===== config.mk =====
export PLATFORM = sky130hd
export DESIGN_NAME = i2022_trigger_fsm
export DESIGN_NICKNAME = d
export VERILOG_FILES = /design/src/rtl/test_i2022_pkg.sv /design/src/rtl/i2022_trigger_fsm.sv
export SDC_FILE = /design/constraint.sdc
export NUM_CORES = 1
export LEC_CHECK = 0
export ABC_AREA = 1
export BUFFER_PORTS_ARGS = -buffer_cell sky130_fd_sc_hd__buf_2
export CAP_MARGIN = 20
export CELL_PAD_IN_SITES_DETAIL_PLACEMENT = 0
export CELL_PAD_IN_SITES_GLOBAL_PLACEMENT = 1
export CORE_AREA = 2 2 39 41
export DETAILED_ROUTE_END_ITERATION = 12
export DIE_AREA = 0 0 41 43
export GPL_TIMING_DRIVEN = 1
export HOLD_SLACK_MARGIN = 0.12
export PLACE_DENSITY_LB_ADDON = 0.12
export SYNTH_ARGS = -nofsm -noshare
export SYNTH_HDL_FRONTEND = slang
export SYNTH_SLANG_ARGS = --single-unit

===== constraint.sdc =====
create_clock -name CK -period 1 [get_ports CK]
set_input_delay 0.1 -clock CK [delete_from_list [all_inputs] [get_ports CK]]
set_output_delay 0.1 -clock CK [all_outputs]
set_load 0.01 [all_outputs]

===== src/rtl/test_i2022_pkg.sv =====
`default_nettype none
//==============================================================================
// test_i2022_pkg : shared state encoding and trigger pattern constants
// Revision 1.0
//==============================================================================
package test_i2022_pkg;

  typedef enum logic [1:0] {
    IDLE  = 2'd0,
    S1    = 2'd1,
    S2    = 2'd2,
    ARMED = 2'd3
  } trig_state_e;

  localparam logic [2:0] TRIG_A     = 3'b000;
  localparam logic [2:0] TRIG_B     = 3'b101;
  localparam logic [2:0] TRIG_C     = 3'b111;
  localparam int         ARM_CYCLES = 4;

endpackage
`default_nettype wire


===== src/rtl/i2022_trigger_fsm.sv =====
`default_nettype none
//==============================================================================
// i2022_trigger_fsm : 000/101/111 sequence detector arming a 4-cycle payload
// Revision 1.0
//==============================================================================
module i2022_trigger_fsm
  import test_i2022_pkg::*;
(
  input  logic       CK,
  input  logic       reset,
  input  logic [2:0] n_q,
  output logic       p
);

  localparam logic [1:0] CNT_LAST = 2'(ARM_CYCLES - 1);

  trig_state_e state_q, state_d;
  logic [1:0]  cnt_q, cnt_d;
  logic        p_q, p_d;

  // A 000 sample in S1/S2 restarts the sequence rather than aborting it.
  always_comb begin
    state_d = state_q;
    cnt_d   = cnt_q;
    case (state_q)
      IDLE: begin
        if (n_q == TRIG_A) state_d = S1;
      end
      S1: begin
        if (n_q == TRIG_B)      state_d = S2;
        else if (n_q == TRIG_A) state_d = S1;
        else                    state_d = IDLE;
      end
      S2: begin
        if (n_q == TRIG_C) begin
          state_d = ARMED;
          cnt_d   = 2'd0;
        end else if (n_q == TRIG_A) begin
          state_d = S1;
        end else begin
          state_d = IDLE;
        end
      end
      ARMED: begin
        if (cnt_q == CNT_LAST) state_d = IDLE;
        else                   cnt_d   = cnt_q + 2'd1;
      end
      default: state_d = IDLE;
    endcase
    p_d = (state_d == ARMED);
  end

  always_ff @(posedge CK or negedge reset) begin
    if (!reset) begin
      state_q <= IDLE;
      cnt_q   <= 2'd0;
      p_q     <= 1'b0;
    end else begin
      state_q <= state_d;
      cnt_q   <= cnt_d;
      p_q     <= p_d;
    end
  end

  assign p = p_q;

endmodule
`default_nettype wire


==> run summary <==
GLOBAL ROUTING
---------------------------------------------------------------------------------
Number of antenna violations at the first check in global routing ..            0
Number of global-route vias before repair ..........................          212
Wire length of the first global-routing pass .......................       772 µm
Pin count of the biggest net entering global routing ...............            6
Gr ovfl total ......................................................            0
Tot GR Track Use ...................................................       0.0737

STA
---------------------------------------------------------------------------------
Setup repair after global routing missed its margin ................          yes
Setup violations, final ............................................            3
Sum of negative setup slack ........................................     -99.8 ps
Max frequency ......................................................      948 MHz
Final period utilization ...........................................         1.05
Final Hold Fails ...................................................            0
Minimum clock period after layout ..................................      1050 ps
Post-Route Skew ....................................................      1.72 ps
Number of slew-limit violations in the final report ................            0
Worst hold-check slack .............................................       156 ps
Worst-case headroom to the max-slew limit ..........................        0.903
Slew at the pin closest to its max-slew limit ......................       145 ps
Setup slack after layout ...........................................     -54.9 ps

DIE
---------------------------------------------------------------------------------
Number of I/O pins .................................................            6
Core outline area ..................................................  0.00138 mm²
DIE WIDTH ..........................................................        41 µm
Height of the die ..................................................        43 µm
Starting density of the core .......................................        0.172
Row cnt ............................................................           14
Total Die Area .....................................................  0.00176 mm²

WORST SETUP PATH
---------------------------------------------------------------------------------
Category of the most critical setup path ........................... flop to flop
Arrival time worst endpoint ........................................      1180 ps
Largest stage delay, worst path ....................................       380 ps
Critical path endpoint category ....................................         flop
Cell repeated most along the worst path ............................ sky130_fd_sc_hd__nand2_1
Crit path max-delay cell type ...................................... sky130_fd_sc_hd__dfrtp_1
Combined buffer and inverter count along the critical path .........            0
Worst path required time ...........................................      1120 ps
Reg2Reg Setup Slack ................................................       -50 ps
Ordered cell list for the critical path ............................ ha_2 > a21oi_2 > nand2_2 > nand2_1 > nand2_1
Maximum fanout count along the critical path .......................            5
Worst setup SP type ................................................         flop
Kind of cell adding the most delay to the critical path ............   flip-flops

CLOCK NETWORK
---------------------------------------------------------------------------------
CTS sink count .....................................................            5
Clock tree from TritonCTS ..........................................         done
Clk pin slew, worst setup/hold paths ...............................        40 ps
Cell chosen for the clock root ..................................... sky130_fd_sc_hd__clkbuf_4
H-Tree Depth .......................................................            1
Clock buffer count from CTS ........................................            3
Number of buffers between clock root and the deepest sink ..........            2
Source-to-sink clock delay at the later pin of the worst-skew pair .       230 ps

FINAL LAYOUT
---------------------------------------------------------------------------------
Most frequent cells in the layout .................................. 9 x sky130_fd_sc_hd__nand2_1, 5 x sky130_fd_sc_hd__dfrtp_1, 5 x sky130_fd_sc_hd__buf_2, 4 x sky130_fd_sc_hd__nand3_1, 4 x sky130_fd_sc_hd__nor2_1
# diodes ...........................................................            0
Register area ......................................................      125 µm²
Fin area ...........................................................      337 µm²
Fraction of layout cells with a size suffix above 1 ................        0.341
Total number of nets in the final design ...........................           48
Most common library cell in the layout ignoring fill and taps ...... sky130_fd_sc_hd__nand2_1
Post-route non-filler standard cell count ..........................           57
End-of-flow core utilization .......................................        0.243
Area added between synthesis and finish ............................        41.6%
Fill cell count ....................................................          153
Area of the multi-input gates ......................................      104 µm²

PLACEMENT
---------------------------------------------------------------------------------
Worst slack at placement ...........................................     -69.3 ps
Detailed-placement wirelength estimate .............................       377 µm
Port Buffer Count ..................................................            5
Final Wtd Congestion ...............................................        0.651
Total cell area at the placement stage .............................      293 µm²
Cell count after placement .........................................           51

ROUTE
---------------------------------------------------------------------------------
Number of DRC violations after detailed-routing iteration 0 ........            2
Vias per cell ......................................................         3.75
Residual antenna-violating net count after detailed routing ........            0
Vias ...............................................................          214
DRC violations left ................................................            0
Detailed Routing Iterations Pass 1 .................................            2
WL/cell ............................................................      7.75 µm
Wirelength, routed .................................................       442 µm

YOSYS
---------------------------------------------------------------------------------
Synthesized area per cell ..........................................     8.20 µm²
Sequential cell area fraction in the yosys report ..................        0.526
Netlist area before placement ......................................      238 µm²
Register bit count reported by yosys ...............................            5
Synthesized netlist cell count .....................................           29
Number of distinct library cells after synthesis ...................           10
Mapped Nets ........................................................           35
Yosys warning total ................................................            0

STATUS
---------------------------------------------------------------------------------
Result of the run .................................................. complete, but fails checks
Failing checks ..................................................... setup timing

PWR
---------------------------------------------------------------------------------
Power density of the placed cells ..................................  2420 mW/mm²
Tot Pwr ............................................................     0.814 mW
Maximum vdd ir drop ................................................     0.838 mV
LEAKAGE ............................................................     0.189 nW

FLOW RUN
---------------------------------------------------------------------------------
Max capacitance violation total ....................................            0

HOLD PATH
---------------------------------------------------------------------------------
Class of the most critical hold timing path ........................ input pin to flop

registers in the layout, summed over array words and instances, names as in the netlist:
signal   flops
cnt_q        2
p            1
state_q      2
final cells by class:
class / count / share of cell area
Sequential cell: 5 / 0.372
Clock buffer: 4 / 0.0781
Tap cell: 16 / 0.0595
Multi-Input combinational cell: 21 / 0.309
Timing Repair Buffer: 8 / 0.149
Inverter: 3 / 0.0335
power breakdown:
group          total [mW]  leakage (nW)  internal [mW]  switching, mW
registers           0.341        0.0669          0.286         0.0546
clock network       0.220        0.0150          0.150         0.0704
logic               0.252         0.107          0.116          0.137
worst min-delay path, stage by stage:
cell	delay (ps)
sky130_fd_sc_hd__buf_2	110
sky130_fd_sc_hd__nand3_1	70
sky130_fd_sc_hd__o21ai_1	60
cells in the mapped netlist, drive strengths merged:
| library cell | number | area share |
|---|---|---|
| nor2 | 4 | 0.063 |
| nand3 | 4 | 0.084 |
| nand2 | 10 | 0.17 |
| ha | 1 | 0.053 |
| a21oi | 1 | 0.037 |
| inv | 3 | 0.047 |
| dfrtp | 5 | 0.53 |
| o21ai | 1 | 0.021 |
what timing repair did:
| item | CTS | global route |
|---|---|---|
| cloned | 0 | 0 |
| resized for setup | 0 | 1 |
| setup endpoints to repair | 3 | 5 |
| hold buffers | 1 | 0 |
| endpoints found under the hold margin | 5 | 0 |
| setup buffers | 0 | 1 |
worst paths after layout:
kind	to	from	cells after the start
hold reg to reg	cnt_q[1]	cnt_q[1]	2
setup reg to reg	cnt_q[0]	cnt_q[0]	5
max in group asynchronous	state_q[1]	reset	2
min in group asynchronous	cnt_q[1]	reset	2
hold / removal	state_q[1]	n_q[0]	3
setup / recovery	cnt_q[0]	cnt_q[0]	5
logic make-up after synthesis:
logic type                 Yosys count  share of synthesized area
AOI/OAI and AO/OA                    2                     0.0579
adders and majority gates            1                     0.0526
buffers and inverters                3                     0.0474
DFF                                  5                      0.526
and+or+nand+nor                     18                      0.316
metal layers:
metal	wire length, µm	track usage
met1	210	0.0787
met2	201	0.0875
met3	21	0.0314
met4	8	0.100
met5	0	0
Power figures use the tool's default switching activity.
